--- src/rtl/rgb_sched_pkg.sv ---
// Shared types, default addresses and helpers for the RGB conversion scheduler.
package rgb_sched_pkg;

    typedef enum logic [3:0] {
        IDLE, RD0, RD1, RD2, CAP0, CAP1,
        CONV0, CONV1, CONV2, CONV3, CONV4, CONV5,
        WR0, WR1, WR2, DONE
    } sched_state_t;

    localparam logic [17:0] Y_BASE_DEF    = 18'd0;
    localparam logic [17:0] U_BASE_DEF    = 18'd38400;
    localparam logic [17:0] V_BASE_DEF    = 18'd76800;
    localparam logic [17:0] RGB_BASE_DEF  = 18'd146944;
    localparam int          NUM_PAIRS_DEF = 38400;

    localparam int SRAM_LAT    = 2;
    localparam int CONV_CYCLES = 6;

    // Three RGB words per pixel pair; the sum wraps modulo 2^18.
    function automatic logic [17:0] rgb_word_addr(input logic [17:0] base, input logic [15:0] k);
        return base + 18'(k) + 18'(k) + 18'(k);
    endfunction

endpackage

--- src/rtl/rgb_conv_scheduler_if.sv ---
// SRAM port bundle between the scheduler (master) and the SRAM port mux (slave).
interface rgb_conv_scheduler_if;
    logic [17:0] SRAM_address;
    logic [15:0] SRAM_write_data;
    logic        SRAM_we_n;
    logic [15:0] SRAM_read_data;

    modport master (
        output SRAM_address,
        output SRAM_write_data,
        output SRAM_we_n,
        input  SRAM_read_data
    );

    modport slave (
        input  SRAM_address,
        input  SRAM_write_data,
        input  SRAM_we_n,
        output SRAM_read_data
    );
endinterface

--- src/rtl/rgb_word_packer.sv ---
// Picks the 16-bit RGB word for write slot 0/1/2 out of the even/odd pixel bytes.
module rgb_word_packer (
    input  logic [1:0]  sel,
    input  logic [7:0]  r_even,
    input  logic [7:0]  g_even,
    input  logic [7:0]  b_even,
    input  logic [7:0]  r_odd,
    input  logic [7:0]  g_odd,
    input  logic [7:0]  b_odd,
    output logic [15:0] word
);

    // Slot 0 = {R0,G0}, slot 1 = {B0,R1}, slot 2 = {G1,B1}.
    always_comb begin
        word = {r_even, g_even};
        case (sel)
            2'd1:    word = {b_even, r_odd};
            2'd2:    word = {g_odd, b_odd};
            default: word = {r_even, g_even};
        endcase
    end

endmodule

--- src/rtl/rgb_conv_scheduler.sv ---
// Sequences Y/U/V reads, the 3-phase converter and the packed RGB writes per pixel pair.
//
//  state  | meaning
//  -------+-------------------------------------------------------------
//  IDLE   | waiting for start, k = 0
//  RD0-2  | issue Y, U, V reads for pair k (Y lands at end of RD2)
//  CAP0/1 | U and V words land
//  CONV0-2| converter enabled, even-pixel bytes on its inputs
//  CONV3-5| converter enabled, odd-pixel bytes; even R/G/B latched in CONV3
//  WR0-2  | write the three RGB words; odd R/G/B latched in WR0
//  DONE   | one-cycle done pulse, then back to IDLE
module rgb_conv_scheduler
    import rgb_sched_pkg::*;
#(
    parameter logic [17:0] Y_BASE    = Y_BASE_DEF,
    parameter logic [17:0] U_BASE    = U_BASE_DEF,
    parameter logic [17:0] V_BASE    = V_BASE_DEF,
    parameter logic [17:0] RGB_BASE  = RGB_BASE_DEF,
    parameter int          NUM_PAIRS = NUM_PAIRS_DEF
) (
    input  logic                        CLOCK_50_I,
    input  logic                        resetn,
    input  logic                        start,
    output logic                        busy,
    output logic                        done,
    rgb_conv_scheduler_if.master        sram,
    output logic                        enable_RGB,
    output logic [31:0]                 Y_in_RGB,
    output logic [31:0]                 U_in_RGB,
    output logic [31:0]                 V_in_RGB,
    input  logic [7:0]                  R_buff,
    input  logic [7:0]                  G_buff,
    input  logic [7:0]                  B_buff
);

    sched_state_t state;
    logic [15:0]  k;
    logic [15:0]  y_word;
    logic [15:0]  u_word;
    logic [7:0]   v_odd;
    logic [7:0]   r0, g0, b0, r1, g1, b1;
    logic [1:0]   wr_sel;
    logic [7:0]   r_odd_src, g_odd_src, b_odd_src;
    logic [15:0]  packed_word;

    // The odd pixel's R/G/B is captured at the same edge that loads the WR1 word,
    // so during WR0 the packer takes the odd bytes straight from the converter.
    always_comb begin
        wr_sel    = 2'd0;
        r_odd_src = r1;
        g_odd_src = g1;
        b_odd_src = b1;
        if (state == WR0) begin
            wr_sel    = 2'd1;
            r_odd_src = R_buff;
            g_odd_src = G_buff;
            b_odd_src = B_buff;
        end else if (state == WR1) begin
            wr_sel = 2'd2;
        end
    end

    rgb_word_packer u_packer (
        .sel    (wr_sel),
        .r_even (r0),
        .g_even (g0),
        .b_even (b0),
        .r_odd  (r_odd_src),
        .g_odd  (g_odd_src),
        .b_odd  (b_odd_src),
        .word   (packed_word)
    );

    // Pair sequencer; every output is registered and reflects the current state.
    always_ff @(posedge CLOCK_50_I or negedge resetn) begin
        if (!resetn) begin
            state                <= IDLE;
            k                    <= '0;
            busy                 <= 1'b0;
            done                 <= 1'b0;
            sram.SRAM_address    <= '0;
            sram.SRAM_write_data <= '0;
            sram.SRAM_we_n       <= 1'b1;
            enable_RGB           <= 1'b0;
            Y_in_RGB             <= '0;
            U_in_RGB             <= '0;
            V_in_RGB             <= '0;
            y_word               <= '0;
            u_word               <= '0;
            v_odd                <= '0;
            r0                   <= '0;
            g0                   <= '0;
            b0                   <= '0;
            r1                   <= '0;
            g1                   <= '0;
            b1                   <= '0;
        end else begin
            done <= 1'b0;
            case (state)
                IDLE: begin
                    if (start) begin
                        state             <= RD0;
                        busy              <= 1'b1;
                        sram.SRAM_address <= Y_BASE + 18'(k);
                    end
                end
                RD0: begin
                    state             <= RD1;
                    sram.SRAM_address <= U_BASE + 18'(k);
                end
                RD1: begin
                    state             <= RD2;
                    sram.SRAM_address <= V_BASE + 18'(k);
                end
                RD2: begin
                    state  <= CAP0;
                    y_word <= sram.SRAM_read_data;
                end
                CAP0: begin
                    state  <= CAP1;
                    u_word <= sram.SRAM_read_data;
                end
                CAP1: begin
                    // V arrives on this edge, so its even byte goes straight to the converter.
                    state      <= CONV0;
                    v_odd      <= sram.SRAM_read_data[7:0];
                    enable_RGB <= 1'b1;
                    Y_in_RGB   <= {24'd0, y_word[15:8]};
                    U_in_RGB   <= {24'd0, u_word[15:8]};
                    V_in_RGB   <= {24'd0, sram.SRAM_read_data[15:8]};
                end
                CONV0: state <= CONV1;
                CONV1: state <= CONV2;
                CONV2: begin
                    state    <= CONV3;
                    Y_in_RGB <= {24'd0, y_word[7:0]};
                    U_in_RGB <= {24'd0, u_word[7:0]};
                    V_in_RGB <= {24'd0, v_odd};
                end
                CONV3: begin
                    state <= CONV4;
                    r0    <= R_buff;
                    g0    <= G_buff;
                    b0    <= B_buff;
                end
                CONV4: state <= CONV5;
                CONV5: begin
                    state                <= WR0;
                    enable_RGB           <= 1'b0;
                    sram.SRAM_address    <= rgb_word_addr(RGB_BASE, k);
                    sram.SRAM_write_data <= packed_word;
                    sram.SRAM_we_n       <= 1'b0;
                end
                WR0: begin
                    state                <= WR1;
                    r1                   <= R_buff;
                    g1                   <= G_buff;
                    b1                   <= B_buff;
                    sram.SRAM_address    <= sram.SRAM_address + 18'd1;
                    sram.SRAM_write_data <= packed_word;
                end
                WR1: begin
                    state                <= WR2;
                    sram.SRAM_address    <= sram.SRAM_address + 18'd1;
                    sram.SRAM_write_data <= packed_word;
                end
                WR2: begin
                    sram.SRAM_we_n <= 1'b1;
                    if (k == 16'(NUM_PAIRS - 1)) begin
                        state <= DONE;
                        done  <= 1'b1;
                    end else begin
                        state             <= RD0;
                        k                 <= k + 16'd1;
                        sram.SRAM_address <= Y_BASE + 18'(k) + 18'd1;
                    end
                end
                DONE: begin
                    state <= IDLE;
                    busy  <= 1'b0;
                    k     <= '0;
                end
                default: state <= IDLE;
            endcase
        end
    end

endmodule

--- src/flat_wrapper.sv ---
// flat-port wrapper written by rule: the top's interface ports become plain ports
module rgb_conv_scheduler_flat import rgb_sched_pkg::*;
#(
    parameter logic [17:0] Y_BASE    = Y_BASE_DEF,
    parameter logic [17:0] U_BASE    = U_BASE_DEF,
    parameter logic [17:0] V_BASE    = V_BASE_DEF,
    parameter logic [17:0] RGB_BASE  = RGB_BASE_DEF,
    parameter int          NUM_PAIRS = NUM_PAIRS_DEF
)
  (CLOCK_50_I, resetn, start, busy, done, enable_RGB, Y_in_RGB, U_in_RGB, V_in_RGB, R_buff, G_buff, B_buff, sram_SRAM_address, sram_SRAM_write_data, sram_SRAM_we_n, sram_SRAM_read_data);
  rgb_conv_scheduler_if sram_i ();
  input  logic CLOCK_50_I;
  input  logic resetn;
  input  logic start;
  output logic busy;
  output logic done;
  output logic enable_RGB;
  output logic [31:0] Y_in_RGB;
  output logic [31:0] U_in_RGB;
  output logic [31:0] V_in_RGB;
  input  logic [7:0] R_buff;
  input  logic [7:0] G_buff;
  input  logic [7:0] B_buff;
  output wire logic [$bits(sram_i.SRAM_address)-1:0] sram_SRAM_address;
  output wire logic [$bits(sram_i.SRAM_write_data)-1:0] sram_SRAM_write_data;
  output wire logic [$bits(sram_i.SRAM_we_n)-1:0] sram_SRAM_we_n;
  input wire logic [$bits(sram_i.SRAM_read_data)-1:0] sram_SRAM_read_data;
  assign sram_SRAM_address = sram_i.SRAM_address;
  assign sram_SRAM_write_data = sram_i.SRAM_write_data;
  assign sram_SRAM_we_n = sram_i.SRAM_we_n;
  assign sram_i.SRAM_read_data = sram_SRAM_read_data;
  rgb_conv_scheduler #(.Y_BASE(Y_BASE), .U_BASE(U_BASE), .V_BASE(V_BASE), .RGB_BASE(RGB_BASE), .NUM_PAIRS(NUM_PAIRS)) u_core (.CLOCK_50_I(CLOCK_50_I), .resetn(resetn), .start(start), .busy(busy), .done(done), .sram(sram_i), .enable_RGB(enable_RGB), .Y_in_RGB(Y_in_RGB), .U_in_RGB(U_in_RGB), .V_in_RGB(V_in_RGB), .R_buff(R_buff), .G_buff(G_buff), .B_buff(B_buff));
endmodule
--- config.mk ---
export PLATFORM = sky130hd
export DESIGN_NAME = rgb_conv_scheduler_flat
export DESIGN_NICKNAME = d
export VERILOG_FILES = /design/src/rtl/rgb_sched_pkg.sv /design/src/rtl/rgb_conv_scheduler_if.sv /design/src/rtl/rgb_word_packer.sv /design/src/rtl/rgb_conv_scheduler.sv /design/src/flat_wrapper.sv
export SDC_FILE = /design/constraint.sdc
export NUM_CORES = 1
export LEC_CHECK = 0
export ABC_AREA = 1
export BUFFER_PORTS_ARGS = -buffer_cell sky130_fd_sc_hd__buf_4
export CAP_MARGIN = 20
export CORE_MARGIN = 2
export CORE_UTILIZATION = 36
export CTS_CLUSTER_SIZE = 24
export DETAILED_ROUTE_END_ITERATION = 6
export PLACE_DENSITY = 0.64
export SYNTH_ARGS = -nofsm -noshare
export SYNTH_HDL_FRONTEND = slang
export SYNTH_SLANG_ARGS = --single-unit
--- constraint.sdc ---
create_clock -name CLOCK_50_I -period 2.25 [get_ports CLOCK_50_I]
set_input_delay 0.1125 -clock CLOCK_50_I [delete_from_list [all_inputs] [get_ports CLOCK_50_I]]
set_output_delay 0.1125 -clock CLOCK_50_I [all_outputs]
set_load 0.1 [all_outputs]
Yosys cells after proc, flatten, opt, wreduce, memory -nomap -nowiden
Index checks and enable logic that the tools add are counted.

cells by class
  add/subtract/negate cells = 8
  equal/unequal tests = 20
  mux-type cells = 23
  reductions and logical operators = 12

operator list
  kind                                            number
  case mux 32 bit (2 select lines)                3
  case mux 18 bit (6 select lines)                1
  case mux 16 bit (2 select lines)                2
  case mux 4 bit (16 select lines)                1
  adder 18 x 16 -> 18 bit                         2
  2-to-1 mux 18 bit                               2
  == test 4 bit (second input constant)           8
  2-to-1 mux 8 bit                                3
  adder 17 x 16 -> 18 bit (first input constant)  1
  adder 18 x 1 -> 18 bit (second input constant)  1
  adder 18 x 16 -> 18 bit (first input constant)  1
  adder 16 x 1 -> 17 bit (second input constant)  1
  adder 16 x 16 -> 17 bit (first input constant)  1
  adder 16 x 1 -> 16 bit (second input constant)  1
  == test 16 bit (second input constant)          1
  == test 4 x 3 -> 1 bit (second input constant)  4
  2-to-1 mux 16 bit                               1
  nonzero test 2 bit                              5
  == test 4 x 2 -> 1 bit (second input constant)  2
  2-to-1 mux 4 bit                                2
  case mux 1 bit (2 select lines)                 3
  nonzero test 6 bit                              1
  == test 4 x 1 -> 1 bit (second input constant)  1
  logical NOT 4 bit                               1
  other kinds (9)                                 14

word-level totals
  flip-flop bits (word level) = 242
  output and inout bits = 134

Depth between registers and ports, before layout
Gate-level depths: netlist of run 1.

  depth after elaboration = 5
  mapped depth = 16

Cells and area by module
A second synthesis of run 1 with hierarchy kept.

second synthesis, totals
  cell total of the unflattened synthesis = 1413
  area, all modules = 10390.0 um^2

modules (own cells, without submodules)
  module              instances  cells each  area each (um^2)
  rgb_conv_scheduler  1          1305        9893.2
  rgb_word_packer     1          108         496.7

Least setup slack after synthesis of run 1
Ideal clock, no wire load.

  path kind = reg-to-reg
  from = reg u_core.sram.SRAM_address[0]
  to = reg u_core.sram.SRAM_address[14]
  library setup time = 120 ps
  arrival time = 2198 ps
  setup slack = -68 ps
  cell stages (with the launch flop) = 13
  path buffers = 0
  clock period less this slack = 2318 ps
  cells stage by stage = dfrtp_1 ha_1 nand3_1 inv_1 nand3_1 nor2_1 nand2_1 nand2_1 nor2_1 nor2_1 nand2_1 nand2_1 nand2_1

on the way
  word-level cells in the longest chain between the ends = 2

ends and longest elaborated chain
  item                              line                                                  source
  start, declared                   rgb_conv_scheduler_if.sv:9                            output SRAM_address,
  start signal, assigned            rgb_conv_scheduler.sv:104                             sram.SRAM_address <= Y_BASE + 18'(k);
  start signal, assigned            rgb_conv_scheduler.sv:109                             sram.SRAM_address <= U_BASE + 18'(k);
  start signal, assigned            rgb_conv_scheduler.sv:113                             sram.SRAM_address <= V_BASE + 18'(k);
  adder 18 x 1 -> 18 bit            rgb_conv_scheduler.sv:159, rgb_conv_scheduler.sv:164
  case mux 18 bit (6 select lines)  rgb_conv_scheduler.sv:99                              case (state)

Every way passes these cells.
A chain may end at the register's enable or synchronous reset.

Final worst setup path of run 1
  from = reg u_core.k[1]
  to = reg u_core.sram.SRAM_address[12]

on the way
  word-level cells in the longest chain between the ends = 4
  elaborated cells between the ends (all ways) = 11

ends and longest elaborated chain
  item                                   line                       source
  start, declared                        rgb_conv_scheduler.sv:37   logic [15:0] k;
  start signal, assigned                 rgb_conv_scheduler.sv:174  k <= k + 16'd1;
  adder 18 x 16 -> 18 bit (3 in series)  rgb_sched_pkg.sv:21        return base + 18'(k) + 18'(k) + 18'(k);
  case mux 18 bit (6 select lines)       rgb_conv_scheduler.sv:99

Parallel ways exist; a longest one is shown, timed or not. The select of a mux whose other input is x is not followed.

==> metrics, run 1 <==
status=finished, final reports clean; asr flop ratio synth=1.000; share of cells above drive strength 1=0.1986; vias in the first global route=8624; area occupied by multi-input gates=roughly 5000 µm²; Max Cap Violations=0; all-layer global routing usage=0.1976; Yosys cell types=44; most frequent cells in the layout=292 x nand2_1, 170 x buf_4, 154 x dfrtp_1, 141 x o21ai_0, 119 x inv_1; Critical Path RT=2.57 ns; Layout area overhead=24.28%; Gate Count Post-Synth=around 1300; Die ar.=28720 µm²; post-synthesis compound-gate area fraction=0.1220; Synth Warn #=0; Via density=just under 5; WP data arrival=around 2.5 ns; input/output buffers=between 100 and 150; gp weighted congestion=between 0.9 and 1; Starting Density=0.3658; core footprint=about 27000 µm²; setup violators final=0; Residual DRC=0; max-slew violations=0; main combinational cell family by area after synthesis=simple AND/OR/NAND/NOR gates; Final Util=0.4546; post-synthesis sequential area ratio=0.4113; # fillers=2664; EDFF count, synth=0; Die Wd=169.5 µm; antenna diode count=0; H-tree depth=4; DRT iter0 DRCs=about 580; non-filler instance count after layout=1816; Synth Register Bits=approximately 160; DR pass1 iterations=5; GR Overflow Total=0; CTS max path bufs=2; final hold violation count=0; Synth Flop Type=dfrtp_1; commonest non-fill, non-tap cell in the layout=nand2_1; Final ANT Viol Nets=0; P_leak=6.207 nW; overall power=roughly 16 mW; global-route wire length before repair=45270 µm; Max IR drop VDD=about 0.9 mV; initial antenna violation count=0; clock sink count=approximately 160; CTS buffer count=17; row count=60; Sequential Area=~4000 µm²; startpoint types=register; Worst-Margin Slew=0.6016 ns; CP Capture Type=register; DPL Wire Length=just over 20000 µm; hold_ws=approximately 0.013 ns; minimum clock period=between 2 and 2.5 ns; multiplexer share of the synthesized area=0.02056; post-synthesis average cell area=between 7 and 8 µm²; max_slew headroom=0.5989; WL/cell=15.21 µm; Hold Crit Class=in -> reg; TritonCTS clock tree=yes; cell area after layout=between 10000 and 15000 µm²; largest net degree at the start of global routing=65; DIE HEIGHT=between 150 and 200 µm; Inst Count DP=1745; clk root buf=clkbuf_16; Period Utilization, post-route=0.9863; critical path peak fanout=5; post-synthesis adder-cell area fraction=0.06295; Worst-Skew Late Latency=approximately 0.43 ns; kind of critical path=reg -> reg; I/O pin count=177; pwr/cell area=about 1300 nW/µm²; Reg clk slew, reported paths=roughly 0.070 ns; area of the mapped netlist=roughly 9900 µm²; # nets final=around 1600; xor/xnor share of the synthesized area=0.01244; Layout Skew=about 0.016 ns; Fmax=between 400 and 500 MHz; area of placed instances=approximately 11000 µm²; total wire length=27610 µm; routed vias=around 9000; RSZ-0062 raised after global routing=true; post-synthesis simple-gate area fraction=0.2437
[cell type report]
type	count	share of cell area
Multi-Input combinational cell	936	0.4030
Sequential cell	162	0.3317
Timing Repair Buffer	210	0.1402
Inverter	135	0.04136
Clock buffer	18	0.03503
Tap cell	341	0.03482
Clock inverter	14	0.01389
[state kept, by name (all words and copies together), names as in the netlist, 4 cells and up]
signal,count
u_core.U_in_RGB,8
u_core.sram.SRAM_write_data,16
u_core.state,4
u_core.v_odd,8
u_core.b0,8
u_core.k,16
u_core.y_word,16
u_core.g1,8
u_core.V_in_RGB,8
u_core.r0,8
u_core.Y_in_RGB,8
u_core.g0,8
u_core.sram.SRAM_address,18
u_core.u_word,16
u_core.b1,8
[kinds of logic after synthesis]
family                   after synthesis
AND/OR/NAND/NOR                      557
adder cells (fa/ha/maj)               49
flip-flops                           162
multiplexers                          18
XOR/XNOR                              14
other                                  1
AO/OA/AOI/OAI                        226
buffers and inverters                250
[timing repair]
item | 4_1_cts | 5_1_grt
setup buffers | 0 | 4
setup endpoints to repair | 9 | 15
resized for setup | 7 | 30
pin swaps | 1 | 9
hold buffers | 35 | 0
hold endpoints to repair | 118 | 0
[power by group]
part	switching (mW)	internal, mW
Clock	1.38	1.59
Combinational	6.49	2.07
Sequential	0.746	4.16
[cell usage after synthesis (5+ instances only)]
library cell | number | share of area
nand2_1 | 296 | 0.11
dfrtp_1 | 161 | 0.41
o21ai_0 | 146 | 0.074
inv_1 | 123 | 0.047
nand3_1 | 117 | 0.059
nor2_1 | 92 | 0.035
buf_4 | 74 | 0.056
ha_1 | 48 | 0.061
a21oi_1 | 45 | 0.023
clkbuf_1 | 25 | 0.0095
mux2_2 | 18 | 0.021
nand4_1 | 15 | 0.0095
buf_2 | 14 | 0.0071
xor2_1 | 12 | 0.011
inv_2 | 11 | 0.0042
o22ai_1 | 10 | 0.0063
nand2_2 | 7 | 0.0044
nor3_1 | 7 | 0.0036
a31oi_1 | 6 | 0.0038
nor2_2 | 6 | 0.0038
or2_2 | 6 | 0.0038
a221oi_1 | 5 | 0.0044
[worst max-delay path, cell delays in order (launching register included)]
cell and delay [ns]:
dfrtp_1 0.41, ha_1 0.29, ha_2 0.18, inv_2 0.04, fa_2 0.37, inv_2 0.06
nand3_2 0.08, nand2_4 0.11, nand3_2 0.09, nand2_2 0.11, nand2_1 0.08, nand2_1 0.06
nand2_1 0.04, nand3_1 0.05, nand2_1 0.05, nand2_1 0.05, nand2_1 0.04
[per-layer routing]
layer  share of wire  global-route usage
met5               0                   0
met3           0.049             0.02985
met1            0.46              0.2699
met2            0.48              0.3288
met4           0.015             0.05091
[per-stage QoR]
| stage | setup TNS, ns | worst slack [ns] |
|---|---|---|
| CTS | 0 | 0.004575 |
| floorplan | 0 | 0.04441 |
| global route | -0.5769 | -0.1310 |
| finish | 0 | 0.03091 |
| global placement | -0.1908 | -0.07370 |
| detailed placement | -0.4393 | -0.1161 |
[worst paths after layout]
kind                                   startpoint                            to  depth (start not counted)  slack, ns
max in group asynchronous                  resetn            u_core.Y_in_RGB[5]                          3       1.32
setup / recovery                      u_core.k[1]  u_core.sram.SRAM_address[12]                         16       0.03
min in group asynchronous                  resetn            u_core.V_in_RGB[4]                          2       0.22
hold reg to reg                      u_core.b1[5]                  u_core.b1[5]                          2       0.48
hold / removal             sram_SRAM_read_data[0]              u_core.u_word[0]                          3       0.01
setup reg to reg                      u_core.k[1]  u_core.sram.SRAM_address[12]                         16       0.03
(Power assumes the default switching activity.)
==> run 2, diff against run 1 <==
--- a/config.mk
+++ b/config.mk
@@ -10,8 +10,8 @@
 export CAP_MARGIN = 20
 export CORE_MARGIN = 2
-export CORE_UTILIZATION = 36
+export CORE_UTILIZATION = 51
 export CTS_CLUSTER_SIZE = 24
 export DETAILED_ROUTE_END_ITERATION = 6
-export PLACE_DENSITY = 0.64
+export PLACE_DENSITY = 0.83
 export SYNTH_ARGS = -nofsm -noshare
 export SYNTH_HDL_FRONTEND = slang
==> constraint.sdc (replaced) <==
create_clock -name CLOCK_50_I -period 2.25 [get_ports CLOCK_50_I]
set_input_delay 0.225 -clock CLOCK_50_I [delete_from_list [all_inputs] [get_ports CLOCK_50_I]]
set_output_delay 0.225 -clock CLOCK_50_I [all_outputs]
set_load 0.1 [all_outputs]
==> run 2 against run 1 <==
Against the previous run: the flow now finishes with violations (negative setup slack); setup slack got worse by 0.045 ns; clock skew fell by 0.0024 ns; highest routed layer unchanged; core utilization rose by 17 points; clock power barely moved; cell area fell by 3.6%; die area fell by 29%; critical path depth did not move; hold slack got worse by 0.0050 ns; routed wire length fell by 3.5%; flip-flop and latch count did not move; final cell count fell by 6.7%; total power rose by 0.50%; largest power group unchanged.
==> metrics, run 2 (synthesis gave the netlist of run 1 again) <==
status=finished with violations; failing checks=negative setup slack; GR Overflow Total=0 (unchanged); Inst Count DP=1658 (-5.0%); GR Layer Usage met1=0.3541 (+0.08419); H-tree depth=4 (unchanged); Via density=5.389 (+9.7%); met3 Use GR=0.05600 (+0.02615); row count=50 (-17%); I/O pin count=177 (unchanged); antenna diode count=0 (unchanged); CTS buffer count=17 (unchanged); max-slew violations=0 (unchanged); Layout area overhead=19.80%; total wire length=26640 µm (-3.5%); DIE HEIGHT=143.0 µm (-16%); Max Cap Violations=0 (unchanged); TritonCTS clock tree=yes; setup TNS=-0.01447 ns (-0.01447 ns); clk root buf=clkbuf_16; Largest Register=u_core.sram.SRAM_address; Reg clk slew, reported paths=0.07 ns (about the same); DR pass1 iterations=5 (unchanged); critical path peak fanout=5 (unchanged); setup violators final=1 (+1); most frequent cells in the layout=290 x nand2_1, 164 x buf_4, 158 x dfrtp_1, 143 x o21ai_0, 118 x inv_1; Layout Skew=0.01332 ns (-0.002358 ns); Residual DRC=0 (unchanged); CTS max path bufs=2 (unchanged); largest net degree at the start of global routing=82 (+26%); core footprint=18830 µm² (-30%); gp weighted congestion=0.9798 (+7.8%); commonest non-fill, non-tap cell in the layout=nand2_1; global-route wire length before repair=42260 µm (-6.7%); share of cells above drive strength 1=0.2063 (+0.007628); RSZ-0062 raised after global routing=true; pwr/cell area=1399 nW/µm² (+4.3%); Hold Crit Class=in -> reg; grt met2 use=0.4135 (+0.08466); Hold Path End=u_core.b1[6]; CP Capture Type=register; startpoint types=register; routed vias=9135 (+2.4%); Worst R2R Path Depth=16 (unchanged); all-layer global routing usage=0.2623 (+0.06464); input/output buffers=104 (unchanged); worst r2r dst=u_core.sram.SRAM_address[16]; pre-CTS setup slack=-0.1422 ns (-0.02617 ns); initial antenna violation count=0 (unchanged); minimum clock period=2.264 ns (+0.04538 ns); worst setup margin=-0.01447 ns (-0.04538 ns); gr busiest metal=met2; kind of critical path=reg -> reg; cell area after layout=11810 µm² (-3.6%); Fmax=441.6 MHz (-2.0%); Final ANT Viol Nets=0 (unchanged); DRT iter0 DRCs=880 (+53%); Largest register FFs=18 (unchanged); # fillers=1558 (-42%); final hold violation count=0 (unchanged); Max IR drop VDD=1.484 mV (+63%); vias in the first global route=8525 (-1.1%); hold_ws=0.007947 ns (-0.004983 ns); DPL Wire Length=18960 µm (-6.4%); worst hold start=B_buff[6]; Die Wd=143.0 µm (-16%); WL/cell=15.72 µm (+3.4%); Worst-Skew Late Latency=0.43 ns (about the same); Period Utilization, post-route=1.006 (+0.02017); Critical Path RT=2.58 ns (about the same); clock sink count=162 (unchanged); # nets final=1514 (-2.6%); Die ar.=20460 µm² (-29%); WP data arrival=2.59 ns (+0.05 ns); P_leak=6.028 nW (-2.9%); reg2reg setup slack=-0.01 ns (-0.05 ns); non-filler instance count after layout=1695 (-6.7%); hold path cells=3 (unchanged); area of placed instances=10990 µm² (-1.4%); Starting Density=0.5235 (+0.1577); worst r2r src=u_core.k[1]
## run 2: changes by cell type in the layout (fill, tap and decap cells not counted), moves of 3 or more
cell,before,now
buf_4,170,164
dfrtp_1,154,158
dfrtp_2,7,3
inv_6,0,3
dlygate4sd3_1,35,2
ha_1,43,38
o21ai_1,8,5
ha_4,3,7
## run 2: repair_timing
action | CTS | global route
setup endpoints to repair | 6 | 17
pin swaps | 1 | 17
endpoints found under the hold margin | 42 | 0
gates resized for setup | 6 | 40
hold buffers | 2 | 0
buffers inserted | 0 | 3
## run 2: power by group
group	total [mW]	internal [mW]	switching, mW
Clock	2.94	1.59	1.35
Combinational	8.62	2.06	6.56
Sequential	4.96	4.16	0.793
Total	16.5	7.81	8.71
## run 2: how the worst max path moves through the flow
stage	start	end	slack, ns
after floorplan	u_core.k[12]	u_core.sram.SRAM_address[16]	0.04
after global placement	u_core.k[1]	u_core.sram.SRAM_address[16]	-0.05
after detailed placement	u_core.k[1]	u_core.sram.SRAM_address[16]	-0.14
after CTS	u_core.k[1]	u_core.sram.SRAM_address[16]	0.02
after global routing	u_core.k[1]	u_core.sram.SRAM_address[16]	-0.11
final	u_core.k[1]	u_core.sram.SRAM_address[16]	-0.01
## run 2: area by class of cell
cell class,count,area (µm²),share of cell area
clock inverter,14,157.7,0.01335
multi-input combinational,936,5010,0.4242
clock buffer,18,429.2,0.03634
tap,260,325.3,0.02755
timing repair buffer,170,1323,0.1120
sequential,162,4059,0.3437
inverter,135,506.7,0.04291
## run 2: metrics by stage
step / utilization / total power [mW]
floorplan: - / 11.46
global placement: 0.5838 / 13.24
detailed placement: 0.5838 / 13.43
CTS: 0.6169 / 16.45
global route: 0.6272 / 17.31
finish: 0.6272 / 16.52
## run 2: layer usage
layer	routed length (µm)	share of wire
met1	11260	0.42
met2	12400	0.47
met3	2080	0.078
met4	901	0.034
met5	0	0
## run 2: critical path, cell delays in order, from the launching register on
cell and delay (ns):
dfrtp_1 0.44, ha_4 0.30, ha_4 0.13, inv_2 0.04, fa_2 0.37, inv_2 0.07
nand3_2 0.08, nand2_4 0.11, nand3_2 0.09, nand2_2 0.13, nand2_2 0.06, nand2_1 0.06
nand2_1 0.04, nand3_1 0.06, nand2_1 0.06, nand2_1 0.05, nand2_1 0.06
==> run 3, diff against run 2 <==
CORE_UTILIZATION = 54   (was 51)
PLACE_DENSITY = 0.84   (was 0.83)
clock period = 2.8 ns   (was 2.25 ns; I/O delays follow)
==> run 3 against run 2 <==
Against the previous run: die area shrank 5.4%; final cell count shrank 4.3%; global-route usage grew 1.1 points; hold slack gained 0.049 ns; clock skew shrank 0.00071 ns; the flow now finishes without violations; routed wire length shrank 2.3%; critical path depth is the same; first-iteration DRC count shrank 20%; maximum frequency shrank 9.8%.
==> metrics, run 3 (synthesis gave the netlist of run 1 again) <==
clk root buf=clkbuf_16; antenna diode count=0 (unchanged); critical path peak fanout=8 (+3); pwr/cell area=1161 nW/µm² (-17%); DR pass1 iterations=4 (-1); all-layer global routing usage=0.2729 (+0.01066); Max Cap Violations=0 (unchanged); max-slew violations=0 (unchanged); Layout Skew=0.01261 ns (-0.0007145 ns); Inst Count DP=1589 (-4.2%); WL/cell=16.04 µm (+2.0%); gp weighted congestion=1.011 (+3.2%); setup violators final=0 (-1); largest net degree at the start of global routing=62 (-24%); I/O pin count=177 (unchanged); total wire length=26020 µm (-2.3%); DIE HEIGHT=139.1 µm (-2.7%); WP data arrival=2.83 ns (+0.24 ns); H-tree depth=4 (unchanged); non-filler instance count after layout=1622 (-4.3%); Layout area overhead=13.99%; input/output buffers=104 (unchanged); pre-CTS setup slack=0.3540 ns (+0.4962 ns); Die Wd=139.1 µm (-2.7%); DRT iter0 DRCs=703 (-20%); vias in the first global route=8737 (+2.5%); Final ANT Viol Nets=0 (unchanged); Fmax=398.5 MHz (-9.8%); Largest Register=u_core.sram.SRAM_address; status=finished, final reports clean; GR Overflow Total=0 (unchanged); Worst-Skew Late Latency=0.44 ns (about the same); Reg clk slew, reported paths=0.07 ns (about the same); routed vias=8907 (-2.5%); worst setup margin=0.2907 ns (+0.3051 ns); Via density=5.491 (+1.9%); TritonCTS clock tree=yes; max_slew headroom=0.3498; most frequent cells in the layout=296 x nand2_1, 161 x dfrtp_1, 146 x o21ai_0, 125 x buf_4, 123 x inv_1; initial antenna violation count=0 (unchanged); # nets final=1472 (-2.8%); RSZ-0062 raised after global routing=false; P_leak=5.825 nW (-3.4%); Hold Crit Class=in -> reg; minimum clock period=2.509 ns (+0.2449 ns); CTS buffer count=17 (unchanged); share of cells above drive strength 1=0.1543 (-0.05193); DPL Wire Length=18480 µm (-2.5%); overall power=13.04 mW (-21%); commonest non-fill, non-tap cell in the layout=nand2_1; Die ar.=19350 µm² (-5.4%); Worst-Margin Slew=between 0.9 and 1 ns; core footprint=17960 µm² (-4.6%); startpoint types=register; Period Utilization, post-route=0.8962 (-0.1102); final hold violation count=0 (unchanged); Largest register FFs=18 (unchanged); global-route wire length before repair=43060 µm (+1.9%); row count=49 (-2.0%); setup TNS=0 ns (+0.01447 ns); # fillers=1535 (-1.5%); Starting Density=0.5488 (+0.02527); Max IR drop VDD=1.092 mV (-26%); Residual DRC=0 (unchanged); hold bufs inserted after CTS=1 (-1); postcts setup bufs=0 (unchanged); Critical Path RT=3.12 ns (+0.54 ns); kind of critical path=reg -> reg; CTS max path bufs=2 (unchanged); post_cts resized=0 (-6); CP Capture Type=register; clock sink count=162 (unchanged)
## run 3: path summary, 6_finish.rpt
| kind | start | end | slack, ns | cells after the start |
|---|---|---|---|---|
| setup / recovery | u_core.k[0] | u_core.sram.SRAM_address[12] | 0.29 | 16 |
| hold / removal | G_buff[4] | u_core.g1[4] | 0.06 | 3 |
| min in group asynchronous | resetn | u_core.V_in_RGB[4] | 0.38 | 2 |
| setup reg to reg | u_core.k[0] | u_core.sram.SRAM_address[12] | 0.29 | 16 |
| hold reg to reg | u_core.sram.SRAM_we_n | u_core.sram.SRAM_we_n | 0.48 | 2 |
| max in group asynchronous | resetn | u_core.k[11] | 1.64 | 3 |
## run 3: final cells by class
class	count	area, µm²	area share
sequential	162	4055	0.3609
clock inverter	15	160.2	0.01425
timing repair buffer	128	979.7	0.08718
clock buffer	17	425.4	0.03786
tap	229	286.5	0.02550
inverter	135	506.7	0.04510
multi-input combinational	936	4823	0.4292
## run 3: metrics by stage
stage	instance area [µm²]	util	hold WS (ns)
after floorplan	10120	-	-0.01559
after global placement	10640	0.5924	0.2789
after detailed placement	10640	0.5924	0.2840
after CTS	11240	0.6255	0.04503
after global routing	11240	0.6255	0.05662
final	11240	0.6255	0.05673
## run 3: routing by layer
layer / vias to the layer above / GRT usage / part of all wire
li1: 4226 / - / -
met1: 4263 / 0.3567 / 0.42
met2: 349 / 0.4568 / 0.49
met3: 69 / 0.05283 / 0.060
met4: 0 / 0.09516 / 0.029
met5: - / 0 / 0
## run 3: power by group
group	leakage, nW	switching, mW	total, mW	internal [mW]
Sequential	1.99	0.653	4.00	3.35
Combinational	3.55	5.19	6.74	1.56
Clock	0.285	1.10	2.30	1.20
Total	5.83	6.94	13.0	6.10
## run 3: critical path: stages, from the launching register on
cell	delay [ns]
dfrtp_1	0.48
ha_1	0.29
ha_1	0.19
inv_1	0.05
fa_1	0.40
inv_1	0.07
nand3_1	0.06
nand2_1	0.18
nand3_1	0.13
nand2_1	0.13
nand2_1	0.09
nand2_1	0.06
nand2_1	0.04
nand3_1	0.06
nand2_1	0.05
nand2_1	0.05
nand2_1	0.04
